### config.mk
export PLATFORM = sky130hd
export DESIGN_NAME = ahbl_cmd_master
export DESIGN_NICKNAME = d
export VERILOG_FILES = /design/src/rtl/ahbl_cmd_master.sv
export SDC_FILE = /design/constraint.sdc
export NUM_CORES = 1
export LEC_CHECK = 0
export ABC_AREA = 0
export CAP_MARGIN = 40
export CORE_MARGIN = 2
export CORE_UTILIZATION = 40
export CTS_BUF_LIST = sky130_fd_sc_hd__clkbuf_8 sky130_fd_sc_hd__clkbuf_16
export DETAILED_ROUTE_END_ITERATION = 10
export GPL_ROUTABILITY_DRIVEN = 0
export PLACE_DENSITY = 0.81
export SYNTH_ARGS = -nofsm -noshare
export SYNTH_HDL_FRONTEND = slang
export SYNTH_SLANG_ARGS = --single-unit
### constraint.sdc
create_clock -name HCLK -period 2.6 [get_ports HCLK]
set_input_delay 0.65 -clock HCLK [delete_from_list [all_inputs] [get_ports HCLK]]
set_output_delay 0.65 -clock HCLK [all_outputs]
set_load 0.01 [all_outputs]
### src/rtl/ahbl_cmd_master.sv
// ahbl_cmd_master: single-transfer AHB-Lite master fed by a valid/ready command stream.
// Each command becomes one NONSEQ/SINGLE transfer. The address phase of command N+1 overlaps
// the data phase of command N. Exactly one response is returned per command, in command order.
// Ports:
//   HCLK, HRESETn            bus clock, asynchronous active-low reset
//   cmd_valid/cmd_ready      command handshake; cmd_write/addr/size/wdata carry the command
//   rsp_valid/rdata/error    one-cycle response pulse per command
//   busy                     address or data phase outstanding
//   HADDR..HWDATA            AHB-Lite master outputs (all registered or constant)
//   HREADY, HRESP, HRDATA    AHB-Lite slave-side inputs
module ahbl_cmd_master #(
  parameter logic [3:0] HPROT_VAL   = 4'b0011,
  parameter bit         ALIGN_CHECK = 1'b1
) (
  input  logic        HCLK,
  input  logic        HRESETn,
  input  logic        cmd_valid,
  output logic        cmd_ready,
  input  logic        cmd_write,
  input  logic [31:0] cmd_addr,
  input  logic [2:0]  cmd_size,
  input  logic [31:0] cmd_wdata,
  output logic        rsp_valid,
  output logic [31:0] rsp_rdata,
  output logic        rsp_error,
  output logic        busy,
  output logic [31:0] HADDR,
  output logic [1:0]  HTRANS,
  output logic        HWRITE,
  output logic [2:0]  HSIZE,
  output logic [2:0]  HBURST,
  output logic [3:0]  HPROT,
  output logic        HMASTLOCK,
  output logic [31:0] HWDATA,
  input  logic        HREADY,
  input  logic        HRESP,
  input  logic [31:0] HRDATA
);

  localparam logic [1:0] TRANS_IDLE   = 2'b00;
  localparam logic [1:0] TRANS_NONSEQ = 2'b10;

  // Address-phase stage; HADDR/HWRITE/HSIZE double as its address/control fields.
  logic        ap_v;
  logic        ap_cancel;  // AP withdrawn to IDLE by an ERROR response, awaiting reissue
  logic [31:0] ap_wdata;
  // Data-phase stage.
  logic        dp_v;
  logic        dp_write;
  // One-deep slot for a locally rejected (misaligned) command.
  logic        mis_v;

  logic err_first;
  logic ap_done;
  logic dp_done;
  logic cmd_misaligned;
  logic accept_bus;
  logic accept_mis;
  logic mis_fire;

  always_comb begin
    err_first      = HRESP & ~HREADY;
    ap_done        = ap_v & ~ap_cancel & HREADY;
    dp_done        = dp_v & HREADY;
    // A cancelled AP is not on the bus, so HREADY does not free it.
    cmd_ready      = (~ap_v | (HREADY & ~ap_cancel)) & ~err_first & ~mis_v;
    cmd_misaligned = ALIGN_CHECK &&
                     ((cmd_size == 3'd1 && cmd_addr[0]) ||
                      (cmd_size == 3'd2 && cmd_addr[1:0] != 2'b00) ||
                      (cmd_size > 3'd2));
    accept_bus     = cmd_valid & cmd_ready & ~cmd_misaligned;
    accept_mis     = cmd_valid & cmd_ready & cmd_misaligned;
    // Rejected command answers only once everything ahead of it has drained.
    mis_fire       = mis_v & ~ap_v & ~dp_v;
    busy           = ap_v | dp_v;
  end

  assign HBURST    = 3'b000;
  assign HPROT     = HPROT_VAL;
  assign HMASTLOCK = 1'b0;

  always_ff @(posedge HCLK or negedge HRESETn) begin
    if (!HRESETn) begin
      ap_v      <= 1'b0;
      ap_cancel <= 1'b0;
      ap_wdata  <= '0;
      dp_v      <= 1'b0;
      dp_write  <= 1'b0;
      mis_v     <= 1'b0;
      HADDR     <= '0;
      HTRANS    <= TRANS_IDLE;
      HWRITE    <= 1'b0;
      HSIZE     <= '0;
      HWDATA    <= '0;
      rsp_valid <= 1'b0;
      rsp_rdata <= '0;
      rsp_error <= 1'b0;
    end else begin
      rsp_valid <= 1'b0;

      // Address phase
      if (accept_bus) begin
        ap_v     <= 1'b1;
        HADDR    <= cmd_addr;
        HWRITE   <= cmd_write;
        HSIZE    <= cmd_size;
        ap_wdata <= cmd_wdata;
        HTRANS   <= TRANS_NONSEQ;
      end else if (ap_done) begin
        ap_v   <= 1'b0;
        HTRANS <= TRANS_IDLE;
      end else if (ap_v && err_first) begin
        ap_cancel <= 1'b1;
        HTRANS    <= TRANS_IDLE;
      end else if (ap_cancel && HREADY) begin
        // Second ERROR cycle: put the held command back on the bus.
        ap_cancel <= 1'b0;
        HTRANS    <= TRANS_NONSEQ;
      end

      // Data phase
      if (ap_done) begin
        dp_v     <= 1'b1;
        dp_write <= HWRITE;
        if (HWRITE) begin
          HWDATA <= ap_wdata;
        end
      end else if (dp_done) begin
        dp_v <= 1'b0;
      end

      // Responses; dp_done and mis_fire are mutually exclusive (mis_fire needs !dp_v).
      if (dp_done) begin
        rsp_valid <= 1'b1;
        rsp_error <= HRESP;
        rsp_rdata <= (!dp_write && !HRESP) ? HRDATA : '0;
      end else if (mis_fire) begin
        rsp_valid <= 1'b1;
        rsp_error <= 1'b1;
        rsp_rdata <= '0;
        mis_v     <= 1'b0;
      end

      if (accept_mis) begin
        mis_v <= 1'b1;
      end
    end
  end

endmodule

Word-level counts from Yosys, hierarchy flattened
Cells that the tools add are included.
- flip-flop bits (word level): 141
- input bits: 105
- output and inout bits: 114
- logic and storage cells: 80
- order comparisons: 1
- equality and inequality tests: 3
- multiplexer cells: 20
- bitwise gates (word level): 23
- reduce and logical (&&, ||, !) cells: 19
- operators by type and width (operator ; number):
    32-bit 2-to-1 mux ; 3
    1-bit 2-to-1 mux ; 13
    1-bit AND ; 12
    2-bit nonzero test ; 6
    1-bit NOT ; 9
    2-bit 2-to-1 mux ; 4
    1-bit logical AND ; 5
    2-bit AND reduction ; 2
    4-bit nonzero test ; 1
    3-bit by 1-bit equality test with 1-bit output (second input constant) ; 1
    3-bit by 2-bit equality test with 1-bit output (second input constant) ; 1
    3-bit by 2-bit greater-than comparator with 1-bit output (second input constant) ; 1
    3-bit AND reduction ; 1
    1-bit zero test ; 2
    1-bit logical OR ; 2
    2-bit by 1-bit inequality test with 1-bit output (second input constant) ; 1
    1-bit OR ; 2

Longest topological paths before layout
- depth after elaboration: 9
- depth in mapped cells: 6
- gate-level depth less buffers: 4

Least setup slack after synthesis
No wires, ideal clock.
- path kind: in2reg
- start: input port HREADY
- end: register HADDR[10]
- setup time: 0.125 ns
- data arrival time: 1.884 ns
- required time: 2.475 ns
- slack: 0.591 ns
- cell stages on the path: 6
- buffers on the path: 2
- path through: buf_4 -> a21boi_2 -> o21ai_2 -> nor3_4 -> buf_6 -> mux2_2
- longest elaborated chain between the ends: 7
- elaborated cells on any way between the ends: 9
- classes of those cells: 9 x bitwise
- RTL lines (what ; line ; source):
    from (decl) ; 35 ; input logic HREADY,
    1-bit NOT ; 62 ; err_first = HRESP & ~HREADY;
    1-bit AND ; 62 ;
    1-bit NOT ; 66 ; cmd_ready = (~ap_v | (HREADY & ~ap_cancel)) & ~err_first & ~mis_v;
    1-bit AND * (2 in series) ; 66 ;
    1-bit AND * (2 in series) ; 71 ; accept_bus = cmd_valid & cmd_ready & ~cmd_misaligned;
    to (signal assigned) ; 104 ; HADDR <= cmd_addr;
    to (decl) ; 27 ; output logic [31:0] HADDR,
Every way passes the cells marked *; elsewhere a longest branch is shown, timed or not.
A chain may end at the register's enable or synchronous reset.

Final worst setup path
- start: input port HREADY
- end: output port cmd_ready
- longest elaborated chain between the ends: 5
- elaborated cells on any way between the ends: 7
- classes of those cells: 7 x bitwise
- RTL lines (what ; line ; source):
    1-bit NOT ; 62 ;
    1-bit AND ; 62 ;
    1-bit NOT ; 66 ;
    1-bit AND * (2 in series) ; 66 ;
    to (decl) ; 18 ; output logic cmd_ready,
Marks and branches as above.

==> results.txt <==
----------------------------------------------------
[Drt]
  Total wirelength of the detailed-routed design ... 11.9 mm
  Post-DRT Antenna Nets ... 0
  Number of design rule violations left after detail routing ... 0
  Total number of vias ... between 3k and 4k
  Avg Vias per Cell ... around 4.7
  Avg WL per Cell ... 16.0 um
  Initial drt markers ... 131
  First-pass detailed-route iteration total ... 4

[Final layout]
  Final instance area ... between 8000 and 9000 um^2
  Count of non-filler cells in the finished layout ... 742
  Fraction of layout instances using a drive strength above 1 ... 23.7%
  Layout Nets ... 660
  Area growth from synthesis to layout ... 53.7%
  Finished Core Util ... 62.2%
  Diode insertion count for antenna repair ... 0

[Setup path]
  Worst EP required ... 1.95 ns
  Sort of element at the start of the critical path ... primary input
  Arrival time at the worst endpoint ... 1.73 ns
  Critical R2R Launch ... ap_v$_DFFE_PN0P_
  Crit path max fanout ... 2
  End of the worst register-to-register path ... ap_wdata[0]$_DFFE_PN0P_
  CP Class ... primary input to output port
  Internal reg-to-reg setup slack ... between 0.7 and 0.8 ns
  Crit path capture type ... output port
  Reg2Reg Depth ... 6

[Die]
  Overall die height ... 119 um
  Core Footprint ... about 13,000 um^2
  I/O pin total ... 219
  Die Span X ... 119 um
  Die footprint ... 14,200 um^2
  Number of rows created at floorplan ... 42
  Starting density of the core ... 40.5%

[STA]
  Worst max-slew margin expressed relative to the limit ... 62.7%
  Clock Skews ... 0.00780 ns
  Maximum achievable frequency ... 421 MHz
  Time the worst path needs with I/O delays and setup ... 2.38 ns
  Final number of setup-violating endpoints ... 0
  Number of failing hold endpoints at the final stage ... 0
  Final count of pins violating max slew ... 0
  Unrepaired setup endpoints after global routing ... false
  Least setup slack across all paths after layout ... 0.225 ns
  Slew @ Worst Pin ... 0.560 ns
  Period Utilization, post-route ... 91.4%

[Clocking]
  CTS hold repair buffers ... 0
  Clock transition at the registers of the reported paths ... 0.06 ns
  Number of buffers created by CTS ... 17
  Clock insertion delay at the later pin of the skew report ... about 0.41 ns
  Total clock sinks ... 140
  Level count of the clock H-tree ... 4
  Maximum root-to-sink buffer count ... 2
  Clock tree from TritonCTS ... built
  Clock root buffer master ... sky130_fd_sc_hd__clkbuf_16

[Global routing]
  Total global routing track utilization ... 17.4%
  Maximum number of pins on one net before global-route repair ... 61
  First-pass GRT wire length ... around 19 mm
  Number of global-route vias before repair ... 3,758
  Number of antenna violations at the first check in global routing ... 0
  Remaining global-route overflow ... 0

[Place]
  Port Buffers ... about 210
  Total instance count after detailed placement ... 712
  Post-placement worst setup slack ... -0.0630 ns
  Final HPWL from detailed placement ... 8.29 mm
  DP Area ... 7590 um^2

[Pwr]
  Combinational fraction of design power ... 29.8%
  Switching Share ... 25.7%
  Internal cell power ... 5.82 mW
  Standby leakage power ... 3.60 nW
  Part of the total power dissipated in sequential elements ... 41.4%
  Power per cell area ... 963 nW/um^2
  Peak supply drop ... 435 uV
  Switching power summed over all nets ... 2.02 mW
  Part of the power in the clock network ... between 20 and 30%

[Synth]
  Count of different cell masters after synthesis ... 26
  Netlist Area Pre-Place ... ~5300 um^2
  Number of warning messages in the yosys log ... 0
  Proportion of synthesized chip area in sequential cells ... between 60 and 70%
  Register bit count reported by yosys ... 140
  Gate count of the mapped netlist ... 334
  Mean area per synthesized cell ... 15.9 um^2

[Flow run]
  Count of max-cap constraint violations ... 0

[Status]
  Run status ... complete, no violations

[Min path]
  Path type of the worst min-delay path ... primary input to async pin

----------------------------------------------------
==> through the flow <==
stage | hold WS, ns | total power [mW] | setup TNS [ns]
after floorplan | 0.354 | 4.17 | 0
after global placement | 0.471 | 5.54 | -0.0797
after detailed placement | 0.478 | 5.64 | -0.0630
after CTS | 0.222 | 7.95 | 0
after global routing | 0.249 | 8.26 | 0
final | 0.206 | 7.84 | 0
==> state kept, by name, indices dropped and copies added (netlist names), 3 cells and up <==
name and flops:
HWDATA 32, ap_wdata 32, rsp_rdata 32, HSIZE 3, HADDR 32
==> layer usage <==
layer	track usage, %	routed length, um	share of wire, %
met1	21.0	4900	41
met2	28.9	5890	50
met3	5.65	870	7.3
met4	6.92	200	1.7
met5	0	0	0
==> critical path, cell delays in order <==
cell and delay [ns]:
sky130_fd_sc_hd__clkdlybuf4s50_1 0.49, sky130_fd_sc_hd__a21boi_2 0.18, sky130_fd_sc_hd__nor2_1 0.05, sky130_fd_sc_hd__nor2_1 0.07, sky130_fd_sc_hd__dlygate4sd2_1 0.29
==> layout by cell type, fill, tap and decap left out, types with 2 or more instances in the layout <==
cell,netlist,routed
sky130_fd_sc_hd__nor2_1,6,6
sky130_fd_sc_hd__a21boi_2,1,2
sky130_fd_sc_hd__bufinv_16,0,2
sky130_fd_sc_hd__nor2b_1,2,2
sky130_fd_sc_hd__clkbuf_8,0,2
sky130_fd_sc_hd__dfrtp_1,140,140
sky130_fd_sc_hd__mux2_2,89,89
sky130_fd_sc_hd__o21ai_0,2,2
sky130_fd_sc_hd__a21oi_1,2,2
sky130_fd_sc_hd__nand2_1,5,5
sky130_fd_sc_hd__clkdlybuf4s50_1,0,207
sky130_fd_sc_hd__conb_1,2,9
sky130_fd_sc_hd__clkbuf_16,0,17
sky130_fd_sc_hd__buf_4,10,10
sky130_fd_sc_hd__mux2_1,10,10
sky130_fd_sc_hd__a21o_1,2,2
sky130_fd_sc_hd__inv_1,4,8
sky130_fd_sc_hd__buf_12,0,3
sky130_fd_sc_hd__a22o_1,32,32
sky130_fd_sc_hd__clkinv_2,0,3
==> final cells by class <==
cell class                      instances  area [um^2]
Tap cell                              176          220
Inverter                                4         15.0
Fill cell                             981         4940
Clock buffer                           19          453
Clock inverter                         11          106
Sequential cell                       140         3500
Multi-Input combinational cell        170         1620
Timing Repair Buffer                  222         2230
==> worst max-delay path by stage <==
stage                     startpoint                     to  slack (ns)
after global routing          HREADY              cmd_ready        0.14
after CTS                     HREADY              cmd_ready        0.21
after global placement        HREADY              cmd_ready       -0.08
final                         HREADY              cmd_ready        0.22
after floorplan               HREADY  HADDR[10]$_DFFE_PN0P_        0.59
after detailed placement      HREADY              cmd_ready       -0.06
==> cells in the mapped netlist <==
master | n | share of area (%)
sky130_fd_sc_hd__nor3_4 | 1 | 0.31
sky130_fd_sc_hd__o22a_1 | 1 | 0.17
sky130_fd_sc_hd__inv_1 | 4 | 0.28
sky130_fd_sc_hd__buf_2 | 4 | 0.38
sky130_fd_sc_hd__nor2b_1 | 2 | 0.24
sky130_fd_sc_hd__o21ai_0 | 2 | 0.19
sky130_fd_sc_hd__mux2_2 | 89 | 19
sky130_fd_sc_hd__buf_4 | 10 | 1.4
sky130_fd_sc_hd__buf_6 | 7 | 1.5
sky130_fd_sc_hd__a22o_1 | 32 | 5.3
sky130_fd_sc_hd__nand2_1 | 5 | 0.35
sky130_fd_sc_hd__conb_1 | 2 | 0.14
sky130_fd_sc_hd__o2bb2ai_1 | 1 | 0.17
sky130_fd_sc_hd__nand4_1 | 1 | 0.12
sky130_fd_sc_hd__clkbuf_1 | 6 | 0.42
sky130_fd_sc_hd__o21ai_2 | 1 | 0.17
sky130_fd_sc_hd__a21boi_2 | 1 | 0.21
sky130_fd_sc_hd__a21oi_1 | 2 | 0.19
sky130_fd_sc_hd__dfrtp_1 | 140 | 66
sky130_fd_sc_hd__a221o_1 | 1 | 0.19
sky130_fd_sc_hd__nand3_1 | 1 | 0.094
sky130_fd_sc_hd__nor2_1 | 6 | 0.42
sky130_fd_sc_hd__a21boi_1 | 1 | 0.14
sky130_fd_sc_hd__a21o_1 | 2 | 0.28
sky130_fd_sc_hd__mux2_1 | 10 | 2.1
sky130_fd_sc_hd__nor3_1 | 2 | 0.19
==> power by group through the flow <==
stage / clock [mW] / combinational, mW / sequential, mW
floorplan: 0 / 0.713 / 3.46
global placement: 0 / 2.31 / 3.23
detailed placement: 0 / 2.37 / 3.28
CTS: 2.32 / 2.38 / 3.25
global route: 2.43 / 2.49 / 3.34
finish: 2.26 / 2.34 / 3.24
==> what timing repair did <==
action	in CTS	in global routing
endpoints found under the hold margin	0	0
resized for setup	1	0
buffers inserted	0	0
setup endpoints to repair	1	0
==> kinds of logic (layout without fill, tap and decap cells) <==
kind of cell,count (synthesis),count (layout),share of synthesized area (%)
other,2,9,0.142
multiplexers,99,99,21.0
AO/OA/AOI/OAI,44,44,6.99
buffers and inverters,31,256,3.99
AND/OR/NAND/NOR,18,18,1.72
flip-flops,140,140,66.1
Note: power is estimated with default switching activity, not from simulation.
